==> config.mk <==
export PLATFORM = sky130hd
export DESIGN_NAME = multicycle_control
export DESIGN_NICKNAME = d
export VERILOG_FILES = /design/src/rtl/multicycle_pkg.sv /design/src/rtl/multicycle_control_decode.sv /design/src/rtl/multicycle_control.sv
export SDC_FILE = /design/constraint.sdc
export NUM_CORES = 1
export LEC_CHECK = 0
export BUFFER_PORTS_ARGS = -buffer_cell sky130_fd_sc_hd__clkbuf_2
export CAP_MARGIN = 20
export CORE_AREA = 4 4 41 43
export DETAILED_ROUTE_END_ITERATION = 12
export DIE_AREA = 0 0 45 47
export HOLD_SLACK_MARGIN = 0.08
export PLACE_DENSITY_LB_ADDON = 0.25
export REMOVE_ABC_BUFFERS = 1
export SYNTH_ARGS = -nofsm -noshare
export SYNTH_HDL_FRONTEND = slang
export SYNTH_SLANG_ARGS = --single-unit
==> constraint.sdc <==
create_clock -name clk -period 1.9 [get_ports clk]
set_input_delay 0.285 -clock clk [delete_from_list [all_inputs] [get_ports clk]]
set_output_delay 0.285 -clock clk [all_outputs]
set_load 0.02 [all_outputs]
==> src/rtl/multicycle_pkg.sv <==
// Shared types for the multicycle CPU control unit: state enum, opcodes,
// mux-select encodings and the packed control word.
package multicycle_pkg;

  typedef enum logic [3:0] {
    S_FETCH   = 4'd0,
    S_DECODE  = 4'd1,
    S_MEMADR  = 4'd2,
    S_MEMRD   = 4'd3,
    S_MEMWB   = 4'd4,
    S_MEMWR   = 4'd5,
    S_EXEC    = 4'd6,
    S_ALUWB   = 4'd7,
    S_ADDIEX  = 4'd8,
    S_ADDIWB  = 4'd9,
    S_BRANCH  = 4'd10,
    S_JUMP    = 4'd11,
    S_ILLEGAL = 4'd12
  } state_t;

  localparam logic [5:0] OP_RTYPE = 6'b000000;
  localparam logic [5:0] OP_LW    = 6'b100011;
  localparam logic [5:0] OP_SW    = 6'b101011;
  localparam logic [5:0] OP_BEQ   = 6'b000100;
  localparam logic [5:0] OP_ADDI  = 6'b001000;
  localparam logic [5:0] OP_J     = 6'b000010;

  localparam logic [1:0] ALUB_B     = 2'b00;
  localparam logic [1:0] ALUB_FOUR  = 2'b01;
  localparam logic [1:0] ALUB_IMM   = 2'b10;
  localparam logic [1:0] ALUB_SHIMM = 2'b11;

  localparam logic [1:0] ALUOP_ADD   = 2'b00;
  localparam logic [1:0] ALUOP_SUB   = 2'b01;
  localparam logic [1:0] ALUOP_FUNCT = 2'b10;

  localparam logic [1:0] PCSRC_ALU    = 2'b00;
  localparam logic [1:0] PCSRC_ALUOUT = 2'b01;
  localparam logic [1:0] PCSRC_JUMP   = 2'b10;

  typedef struct packed {
    logic       pc_write;
    logic       branch;
    logic       ir_write;
    logic       mem_write;
    logic       reg_write;
    logic       iord;
    logic       mem_to_reg;
    logic       reg_dst;
    logic       alu_src_a;
    logic [1:0] alu_src_b;
    logic [1:0] alu_op;
    logic [1:0] pc_src;
    logic       instr_done;
    logic       illegal_op;
  } ctrl_t;

  // DECODE dispatch: which execution path an opcode takes.
  function automatic state_t decode_dispatch(input logic [5:0] op);
    state_t nxt;
    case (op)
      OP_LW, OP_SW: nxt = S_MEMADR;
      OP_RTYPE:     nxt = S_EXEC;
      OP_BEQ:       nxt = S_BRANCH;
      OP_ADDI:      nxt = S_ADDIEX;
      OP_J:         nxt = S_JUMP;
      default:      nxt = S_ILLEGAL;
    endcase
    return nxt;
  endfunction

endpackage

==> src/rtl/multicycle_control_decode.sv <==
// Combinational state-to-control-word lookup; outputs not set for a state
// stay at 0.
module multicycle_control_decode
  import multicycle_pkg::*;
(
  input  state_t state,
  output ctrl_t  ctrl
);

  always_comb begin
    ctrl = '0;
    case (state)
      S_FETCH: begin
        ctrl.ir_write  = 1'b1;
        ctrl.alu_src_b = ALUB_FOUR;
        ctrl.alu_op    = ALUOP_ADD;
        ctrl.pc_src    = PCSRC_ALU;
        ctrl.pc_write  = 1'b1;
      end
      S_DECODE: begin
        // Speculative branch target into ALUOut.
        ctrl.alu_src_b = ALUB_SHIMM;
        ctrl.alu_op    = ALUOP_ADD;
      end
      S_MEMADR, S_ADDIEX: begin
        ctrl.alu_src_a = 1'b1;
        ctrl.alu_src_b = ALUB_IMM;
        ctrl.alu_op    = ALUOP_ADD;
      end
      S_MEMRD: begin
        ctrl.iord = 1'b1;
      end
      S_MEMWB: begin
        ctrl.reg_write  = 1'b1;
        ctrl.mem_to_reg = 1'b1;
        ctrl.instr_done = 1'b1;
      end
      S_MEMWR: begin
        ctrl.iord       = 1'b1;
        ctrl.mem_write  = 1'b1;
        ctrl.instr_done = 1'b1;
      end
      S_EXEC: begin
        ctrl.alu_src_a = 1'b1;
        ctrl.alu_src_b = ALUB_B;
        ctrl.alu_op    = ALUOP_FUNCT;
      end
      S_ALUWB: begin
        ctrl.reg_write  = 1'b1;
        ctrl.reg_dst    = 1'b1;
        ctrl.instr_done = 1'b1;
      end
      S_ADDIWB: begin
        ctrl.reg_write  = 1'b1;
        ctrl.instr_done = 1'b1;
      end
      S_BRANCH: begin
        ctrl.alu_src_a  = 1'b1;
        ctrl.alu_src_b  = ALUB_B;
        ctrl.alu_op     = ALUOP_SUB;
        ctrl.branch     = 1'b1;
        ctrl.pc_src     = PCSRC_ALUOUT;
        ctrl.instr_done = 1'b1;
      end
      S_JUMP: begin
        ctrl.pc_write   = 1'b1;
        ctrl.pc_src     = PCSRC_JUMP;
        ctrl.instr_done = 1'b1;
      end
      S_ILLEGAL: begin
        ctrl.illegal_op = 1'b1;
        ctrl.instr_done = 1'b1;
      end
      default: ctrl = '0;
    endcase
  end

endmodule

==> src/rtl/multicycle_control.sv <==
// Multicycle CPU control FSM: state register, next-state logic, pc_en gating
// and reset forcing. Define MULTICYCLE_MEM_WAIT_EN to stall memory states on mem_ready.
module multicycle_control
  import multicycle_pkg::*;
#(
  parameter int OPW = 6
) (
  input  logic           clk,
  input  logic           rst,
  input  logic [OPW-1:0] opcode,
  input  logic           zero,
  input  logic           mem_ready,
  output logic           pc_en,
  output logic           ir_write,
  output logic           mem_write,
  output logic           reg_write,
  output logic           iord,
  output logic           mem_to_reg,
  output logic           reg_dst,
  output logic           alu_src_a,
  output logic [1:0]     alu_src_b,
  output logic [1:0]     alu_op,
  output logic [1:0]     pc_src,
  output logic           instr_done,
  output logic           illegal_op,
  output logic [3:0]     dbg_state
);

  state_t     state_q, state_d;
  ctrl_t      ctrl_raw, ctrl_g;
  logic       mem_ok;
  logic       mem_state;
  logic [5:0] op6;

  assign op6 = 6'(opcode);

`ifdef MULTICYCLE_MEM_WAIT_EN
  assign mem_ok = mem_ready;
`else
  logic unused_mem_ready;
  assign unused_mem_ready = mem_ready;
  assign mem_ok = 1'b1;
`endif

  assign mem_state = (state_q == S_FETCH) || (state_q == S_MEMRD) || (state_q == S_MEMWR);

  multicycle_control_decode u_decode (
    .state (state_q),
    .ctrl  (ctrl_raw)
  );

  always_ff @(posedge clk or posedge rst) begin
    if (rst) state_q <= S_FETCH;
    else     state_q <= state_d;
  end

  always_comb begin
    state_d = S_FETCH;
    case (state_q)
      S_FETCH:  state_d = mem_ok ? S_DECODE : S_FETCH;
      S_DECODE: state_d = decode_dispatch(op6);
      S_MEMADR: state_d = (op6 == OP_SW) ? S_MEMWR : S_MEMRD;
      S_MEMRD:  state_d = mem_ok ? S_MEMWB : S_MEMRD;
      S_MEMWR:  state_d = mem_ok ? S_FETCH : S_MEMWR;
      S_EXEC:   state_d = S_ALUWB;
      S_ADDIEX: state_d = S_ADDIWB;
      default:  state_d = S_FETCH;
    endcase
  end

  // While a memory access is pending, suppress architectural writes; the
  // store strobe itself stays up for the whole MEMWR stay.
  always_comb begin
    ctrl_g = ctrl_raw;
    if (mem_state && !mem_ok) begin
      ctrl_g.ir_write   = 1'b0;
      ctrl_g.pc_write   = 1'b0;
      ctrl_g.reg_write  = 1'b0;
      ctrl_g.instr_done = 1'b0;
    end
  end

  // Reset forces the whole control word low without waiting for a clock.
  assign pc_en      = !rst && (ctrl_g.pc_write || (ctrl_g.branch && zero));
  assign ir_write   = !rst && ctrl_g.ir_write;
  assign mem_write  = !rst && ctrl_g.mem_write;
  assign reg_write  = !rst && ctrl_g.reg_write;
  assign iord       = !rst && ctrl_g.iord;
  assign mem_to_reg = !rst && ctrl_g.mem_to_reg;
  assign reg_dst    = !rst && ctrl_g.reg_dst;
  assign alu_src_a  = !rst && ctrl_g.alu_src_a;
  assign alu_src_b  = rst ? 2'b00 : ctrl_g.alu_src_b;
  assign alu_op     = rst ? 2'b00 : ctrl_g.alu_op;
  assign pc_src     = rst ? 2'b00 : ctrl_g.pc_src;
  assign instr_done = !rst && ctrl_g.instr_done;
  assign illegal_op = !rst && ctrl_g.illegal_op;
  assign dbg_state  = state_q;

endmodule
# Word level (Yosys, flattened, before mapping)
# Cells that the tools add are included.
[classes]
add_sub_neg = 0
mul = 0
div_mod_pow = 0
order_cmp = 0
n_eq_ne = 17
shifts = 0
n_mux = 19
bitwise_logic = 0
n_reduce_logical = 22
[ops]
columns = ["operator", "n"]
rows = [
  ["4-bit one-hot mux with 5 select lines", 2],
  ["4-bit one-hot mux with 6 select lines", 1],
  ["4-bit equality test, second input constant", 5],
  ["4-bit by 3-bit equality test with 1-bit output, second input constant", 4],
  ["6-bit equality test, second input constant", 2],
  ["1-bit logical AND", 11],
  ["1-bit two-way mux", 11],
  ["4-bit by 2-bit equality test with 1-bit output, second input constant", 2],
  ["2-bit OR reduction", 4],
  ["7-bit OR reduction", 1],
  ["6-bit by 2-bit equality test with 1-bit output, second input constant", 1],
  ["6-bit by 3-bit equality test with 1-bit output, second input constant", 1],
  ["6-bit by 4-bit equality test with 1-bit output, second input constant", 1],
  ["6-bit logical NOT", 1],
  ["2-bit two-way mux", 3],
  ["4-bit by 1-bit equality test with 1-bit output, second input constant", 1],
  ["4-bit logical NOT", 1],
  ["2-bit one-hot mux with 2 select lines", 1],
  ["4-bit OR reduction", 1],
  ["3-bit two-way mux", 1],
  ["3-bit OR reduction", 1],
  ["1-bit logical NOT", 1],
  ["1-bit logical OR", 1],
]
[totals]
reg_bits = 4
latchBits = 0
ram_bits = 0
rom_bits = 0
input_bits = 10
output_inout_bits = 20
word_cells = 59
mem_count = 0

# Logic depth before layout (Yosys ltp)
# Gate-level depths: netlist (run 1).
[depth]
ltp_word = 5
mapped_depth = 5
ltp_nobuf = 4

# Cells and area by module
# A second synthesis (run 1) with hierarchy kept.
[unflattened]
hier_cells = 85
hier_area_um2 = 623.1
[modules_own_cells]
columns = ["module", "instances", "cells_each", "area_each_um2", "seq_area_each_um2"]
rows = [
  ["multicycle_control", 1, 49, 391.6, 100.1],
  ["multicycle_control_decode", 1, 36, 231.5, 0.0],
]

# Worst setup path after synthesis (run 1)
# Ideal clock, no wire load.
[synth_timing]
path_type = "reg2out"
from = "register state_q[3] (netlist: dbg_state[3])"
to = "output alu_src_a"
arrival_ns = 1.661
required_ns = 1.615
path_slack_ns = -0.046
stages_incl_launch_ff = 4
path_buffers = 1
path_cell_list = "dfrtp_1 clkbuf_1 nor2_1 nor4b_1"
[synth_via]
elab_chain_len = 4
elab_cells_between_ends = 7
cone_classes = "4 x eq/ne; 1 x mux; 2 x reduce/logical"
[synth_lines]
columns = ["element", "line", "text"]
rows = [
  ["start: declaration", "multicycle_control.sv:29", "state_t state_q, state_d;"],
  ["start signal: assignment", "multicycle_control.sv:54", "else state_q <= state_d;"],
  ["4-bit by 2-bit equality test with 1-bit output (tied with other cells)", "multicycle_control_decode.sv:12", "case (state)"],
  ["4-bit OR reduction (no line) (*)", "n/a", ""],
  ["1-bit two-way mux (*)", "multicycle_control_decode.sv:12", ""],
  ["1-bit logical AND (*)", "multicycle_control.sv:91", "assign alu_src_a = !rst && ctrl_g.alu_src_a;"],
  ["end: declaration", "multicycle_control.sv:20", "output logic alu_src_a,"],
]
# Mark *: on every way between the ends. The rest lies on a longest branch, timed or not.

# Final worst setup path (run 1)
[layout_timing]
from = "register state_q[1] (netlist: dbg_state[1])"
to = "output alu_src_b[1]"
[layout_via]
elab_chain_len = 4
elab_cells_between_ends = 9
cone_classes = "5 x eq/ne; 2 x mux; 2 x reduce/logical"
[layout_lines]
columns = ["element", "line", "text"]
rows = [
  ["4-bit by 2-bit equality test with 1-bit output or 4-bit equality test (tied branches)", "multicycle_control_decode.sv:12", ""],
  ["2-bit OR reduction", "multicycle_control_decode.sv:12", ""],
  ["4-bit one-hot mux with 5 select lines (*)", "multicycle_control_decode.sv:12", ""],
  ["2-bit two-way mux (*)", "multicycle_control.sv:92", "assign alu_src_b = rst ? 2'b00 : ctrl_g.alu_src_b;"],
  ["end: declaration", "multicycle_control.sv:21", "output logic [1:0] alu_src_b,"],
]
# Marked as above.

==> summary.txt, run 1 <==
Worst setup path
  • Crit end category: output pin
  • RR Endpoint: dbg_state[1]$_DFF_PP0_
  • R2r setup slk: ~0.29 ns
  • CP max FO: 19
  • FF-to-FF path depth: 3
  • Critical Path AT: roughly 1.5 ns
  • CP Class: reg2out
  • CP Launch Type: flop
  • Required @ worst endpoint: 1.62 ns
  • Reg2reg start: dbg_state[1]$_DFF_PP0_

Route
  • 1st-iter DRT viols: 3
  • First-pass DRT Iterations: 4
  • DRC errors left: 0
  • Wire length per cell: about 12 microns
  • Vias per inst: roughly 5.4
  • Final ANT Viol Nets: 0
  • Final wirelength: ~1400 microns
  • DR vias: 642

Die
  • Core area: approximately 1300 sq um
  • Die Span X: 45 microns
  • I/O pin count: 30
  • Die height: 47 microns
  • Core Rows: 13
  • Starting Density: roughly two fifths
  • Die area: 2120 sq um

Layout
  • Area Overhead vs Synth: 37.3%
  • # diodes: 0
  • Final nets: about 120
  • Flip-flop count of the largest register after layout: 4
  • Share of cells above drive strength 1: 38.5%

Logic synthesis
  • Syn_area_per_cell: between 6 and 7 sq um
  • Top-area cell type share of the netlist area: 19.3%
  • Number of synthesized flops with an enable pin: 0
  • Cell with the most instances after synthesis: nor2_1
  • Top_reg_cell synth: dfrtp_1
  • Yosys Warn Count: 0
  • Leading post-synthesis cells by cell area: dfrtp_1, nor2_1, and3_1
  • Gate Count Post-Synth: 77
  • FFs w/ async S/R, synth: 100%
  • Netlist Area Pre-Place: 519 sq um
  • Seq/Total Area, Yosys: 19.3%
  • Commonest cells post-synth: nor2_1, nand2_1, and3_1, clkbuf_1, nor3_1
  • #FFs+latches synth: 4
  • Largest area contributor in the netlist: dfrtp_1
  • Yosys cell types: 29

Pwr
  • Combinational Power Share: a little over three fifths
  • Sequential power share: between 20% and 30%
  • Power, Total: about 0.91 mW
  • Leak pwr: 0.351 nW
  • Internal: around 0.44 mW
  • PwrDens: 1270 nW/um^2
  • Psw: between 0.4 and 0.5 mW
  • Maximum vdd drop: about 0.00046 V
  • Clk pwr share: 11.9%
  • Switching portion of total power: about half

Timing
  • Actual transition at the worst max-transition pin: around 0.36 ns
  • Skew final: 0.00528 ns
  • Relative slew slack: 75.7%
  • Min Tclk post-route: ~1.8 ns
  • Final Cycle Share: between 90% and 100%
  • Final setup vio count: 0
  • Pins Over Slew Limit: 0
  • Worst hold slack: around 0.32 ns
  • Final hold violation count: 0
  • Fmax: about 0.56 GHz

Clocking
  • Setup Buffers After CTS: 0
  • Htree depth: 1
  • Reg clk slew, reported paths: 0.04 ns
  • Sink Count: 4
  • CTS tree: done
  • Worst-skew pair later-pin latency: about 0.24 ns
  • CTS buffer count: 3
  • Clk buf depth: 2
  • CTS root buf: clkbuf_4

Status
  • Status: completed

Global route
  • Initial antenna violation count: 0
  • Number of global-route vias before repair: 547
  • GRT Util Overall: between 10 and 15%
  • Total gr overflow: 0
  • Largest net degree at the start of global routing: 20
  • First-pass GRT wire length: 2220 microns

Place
  • Placed wire-length estimate: ~1100 microns
  • PortBufs: 28
  • Final Wtd Congestion: roughly 0.76

Worst hold path
  • Hold depth: 3
  • Worst hold endpoint: dbg_state[2]$_DFF_PP0_
  • Hold wc startpoint: opcode[4]
  • Worst hold path type: in2reg

Flow run
  • Max-cap violations: 0
## power by group through the flow
| stage | sequential [mW] | combinational, mW | clock [mW] |
|---|---|---|---|
| 2_1_floorplan | 0.261 | 0.321 | 0 |
| 3_3_place_gp | 0.214 | 0.553 | 0 |
| 3_5_place_dp | 0.219 | 0.558 | 0 |
| 4_1_cts | 0.221 | 0.559 | 0.110 |
| 5_1_grt | 0.243 | 0.635 | 0.115 |
| 6_report | 0.225 | 0.574 | 0.108 |
## how the worst max path moves through the flow
stage,to,from,depth (start not counted),slack (ns)
floorplan,instr_done,dbg_state[1]$_DFF_PP0_,3,-0.03
global placement,dbg_state[1]$_DFF_PP0_,dbg_state[1]$_DFF_PP0_,3,0.23
detailed placement,alu_src_b[1],dbg_state[1]$_DFF_PP0_,5,0.19
CTS,mem_write,dbg_state[3]$_DFF_PP0_,4,0.08
global route,instr_done,dbg_state[1]$_DFF_PP0_,4,-0.007
finish,alu_src_b[1],dbg_state[1]$_DFF_PP0_,5,0.12
## per-layer routing
metal	vias up	part of all wire [%]	track usage [%]
met5	-	0	0
met4	0	2.5	12.3
met3	4	5.9	0.383
met2	22	49	24.9
met1	278	42	16.5
li1	338	-	-
## critical path, stage by stage (launching register included)
cell      delay [ns]
dfrtp_4         0.57
nand2b_1        0.17
a21oi_1         0.14
a21oi_1         0.05
nor3_1          0.13
clkbuf_2        0.20
## per-stage QoR
| stage | worst slack (ns) | util (%) | instances | area [sq um] | setup TNS (ns) |
|---|---|---|---|---|---|
| 2_1_floorplan | -0.0337 | - | 70 | 484 | -0.0337 |
| 3_3_place_gp | 0.232 | 50.6 | 115 | 658 | 0 |
| 3_5_place_dp | 0.193 | 50.6 | 115 | 658 | 0 |
| 4_1_cts | 0.0824 | 53.3 | 119 | 693 | 0 |
| 5_1_grt | -0.00720 | 54.8 | 119 | 713 | -0.00720 |
| 6_report | 0.120 | 54.8 | 119 | 713 | 0 |
## timing repair
item,CTS,global route
hold buffers,1,0
endpoints found under the setup margin,3,4
hold endpoints to repair,4,0
gates resized for setup,2,7
## cell type report
cell class | count | area (sq um)
fillers | 139 | 588
flip-flops and latches | 4 | 106
clock buffers | 3 | 22.5
repair buffers | 31 | 168
inverters | 3 | 11.3
multi-input cells | 63 | 387
well taps | 15 | 18.8
## cells in the final DEF (no fill, tap or decap), drive strengths merged, types with 2 or more instances in the layout
cell type / instances
and3: 5
clkbuf: 30
buf: 3
inv: 3
nor2: 12
nand2: 6
nor3b: 2
nor4: 4
o31ai: 3
nand2b: 4
dfrtp: 4
o211ai: 2
a22oi: 2
nor3: 5
a211oi: 2
a21oi: 3
nor4b: 2
## cells by family (layout without fill, tap and decap cells)
group                  Yosys count  in the layout  share of synthesized area (%)
AO/OA/AOI/OAI                   17             17                           22.6
XOR/XNOR                         1              1                           1.69
buffers and inverters           10             37                           8.91
flip-flops                       4              4                           19.3
AND/OR/NAND/NOR                 45             45                           47.5
Note: power is estimated with default switching activity, not from simulation.
==> run 2, diff against run 1 <==
Settings changed: SETUP_SLACK_MARGIN set to 0.4.
==> summary.txt, run 2 (same netlist as run 1, synthesis figures left out) <==
Worst setup path
  • Crit end category: output pin
  • CP Launch Type: flop
  • Critical Path AT: between 1.5 and 2 ns
  • CP max FO: 5
  • CP Class: reg2out
  • FF-to-FF path depth: 5
  • Required @ worst endpoint: between 1.5 and 2 ns

Global route
  • Number of global-route vias before repair: 696
  • GRT Util Overall: between 10% and 20%
  • Largest net degree at the start of global routing: 13
  • First-pass GRT wire length: 2930 microns
  • Initial antenna violation count: 0
  • Total gr overflow: 0

Die
  • Core area: 1300 sq um
  • Die Span X: roughly 45 microns
  • Die area: approximately 2100 sq um
  • Die height: between 40 and 50 microns
  • Core Rows: 13
  • Starting Density: roughly two fifths
  • I/O pin count: 30

Place
  • Placed wire-length estimate: roughly 1100 microns
  • Final Wtd Congestion: between 0.7 and 0.8
  • Placed cell areas: roughly 660 sq um
  • Placed insts: 115
  • Place WS: 0.193 ns
  • PortBufs: 28

Pwr
  • Internal: ~0.70 mW
  • PwrDens: 1310 nW/um^2
  • Leak pwr: between 0.4 and 0.5 nW
  • Combinational Power Share: between 70% and 80%
  • Power, Total: about 1.3 mW
  • Clk pwr share: under 10%
  • Switching portion of total power: 46.1%
  • Psw: around 0.60 mW
  • Sequential power share: about 14%
  • Maximum vdd drop: roughly 0.00063 V

Layout
  • Fillers: slightly above 100
  • Flip-flop count of the largest register after layout: 4
  • Design Area, Final: roughly 990 sq um
  • Most common cell after layout, fill and taps aside: buf_4
  • Finished Layout Cells: 142
  • Final Util: 76.1%
  • Most frequent cells in the layout: buf_4, clkbuf_2, nor2_1, clkbuf_4, nand2_1
  • Sequential cell area: approximately 110 sq um
  • Area Overhead vs Synth: 90.6%
  • # diodes: 0
  • Multi-input logic area: around 450 sq um
  • Final nets: 139
  • Share of cells above drive strength 1: a little under 60%

Route
  • DRC errors left: 0
  • Final ANT Viol Nets: 0
  • Vias per inst: 5.60
  • Final wirelength: about 2200 microns
  • First-pass DRT Iterations: 4
  • Wire length per cell: between 15 and 20 microns
  • 1st-iter DRT viols: 14
  • DR vias: a little under 800

Timing
  • Skew final: approximately 0.000037 ns
  • Actual transition at the worst max-transition pin: about 0.36 ns
  • Final hold violation count: 0
  • Setup TNS: 0 ns
  • RSZ-0062 raised after global routing: yes
  • Final Cycle Share: a little over nine tenths
  • Worst hold slack: ~0.32 ns
  • Final setup vio count: 0
  • Fmax: 0.533 GHz
  • Min Tclk post-route: between 1.5 and 2 ns
  • Setup ws final: approximately 0.023 ns
  • Pins Over Slew Limit: 0
  • Relative slew slack: between 70% and 80%

Clocking
  • CTS buffer count: 3
  • CTS tree: done
  • Reg clk slew, reported paths: approximately 0.04 ns
  • Worst-skew pair later-pin latency: ~0.23 ns
  • Htree depth: 1
  • Sink Count: 4
  • CTS root buf: clkbuf_4
  • Clk buf depth: 2

Flow run
  • Max-cap violations: 0

Worst hold path
  • Worst hold path type: in2reg
  • Hold depth: 3

Status
  • Status: completed
[run 2: cell types whose count changed in the layout (fill, tap and decap cells not counted), moves of 3 or more]
cell / delta
buf_4: +24
nand2b_1: -3
nor2_2: +3
clkbuf_4: +5
buf_6: +5
clkbuf_2: -15
nor2_1: -4
nand2b_4: +3
buf_2: +4
[run 2: cell type report]
type                    instances  area share, %
clock buffers                   3           2.28
inverters                       3           1.14
multi-input cells              63           45.0
flip-flops and latches          4           10.6
well taps                      15           1.90
repair buffers                 54           39.1
[run 2: worst paths after layout]
path	slack (ns)	start	endpoint
setup / recovery	0.02	dbg_state[1]$_DFF_PP0_	alu_src_b[0]
hold / removal	0.32	opcode[4]	dbg_state[2]$_DFF_PP0_
setup reg to reg	0.14	dbg_state[1]$_DFF_PP0_	dbg_state[1]$_DFF_PP0_
hold reg to reg	0.69	dbg_state[0]$_DFF_PP0_	dbg_state[0]$_DFF_PP0_
max in group asynchronous	1.00	rst	dbg_state[2]$_DFF_PP0_
min in group asynchronous	0.70	rst	dbg_state[0]$_DFF_PP0_
[run 2: layer usage]
| metal | share of wire (%) | GRT usage [%] |
|---|---|---|
| met3 | 3.9 | 0.766 |
| met2 | 54 | 35.0 |
| met1 | 38 | 20.4 |
| met4 | 3.8 | 17.0 |
| met5 | 0 | 0 |
[run 2: what timing repair did]
item / CTS / global route
endpoints found under the setup margin: 19 / 18
hold endpoints to repair: 4 / 0
pin swaps: 2 / 5
hold buffers: 1 / 0
resized for setup: 22 / 29
setup buffers: 17 / 6
[run 2: worst max-delay path, cell delays in order, from the launching register on]
cell	delay, ns
dfrtp_2	0.43
buf_4	0.17
buf_4	0.14
nor4_1	0.38
buf_2	0.24
[run 2: power by group through the flow]
stage,sequential (mW),clock (mW),combinational (mW)
2_1_floorplan,0.261,0,0.321
3_3_place_gp,0.214,0,0.553
3_5_place_dp,0.219,0,0.558
4_1_cts,0.183,0.110,0.833
5_1_grt,0.191,0.115,1.07
6_report,0.186,0.103,1.01
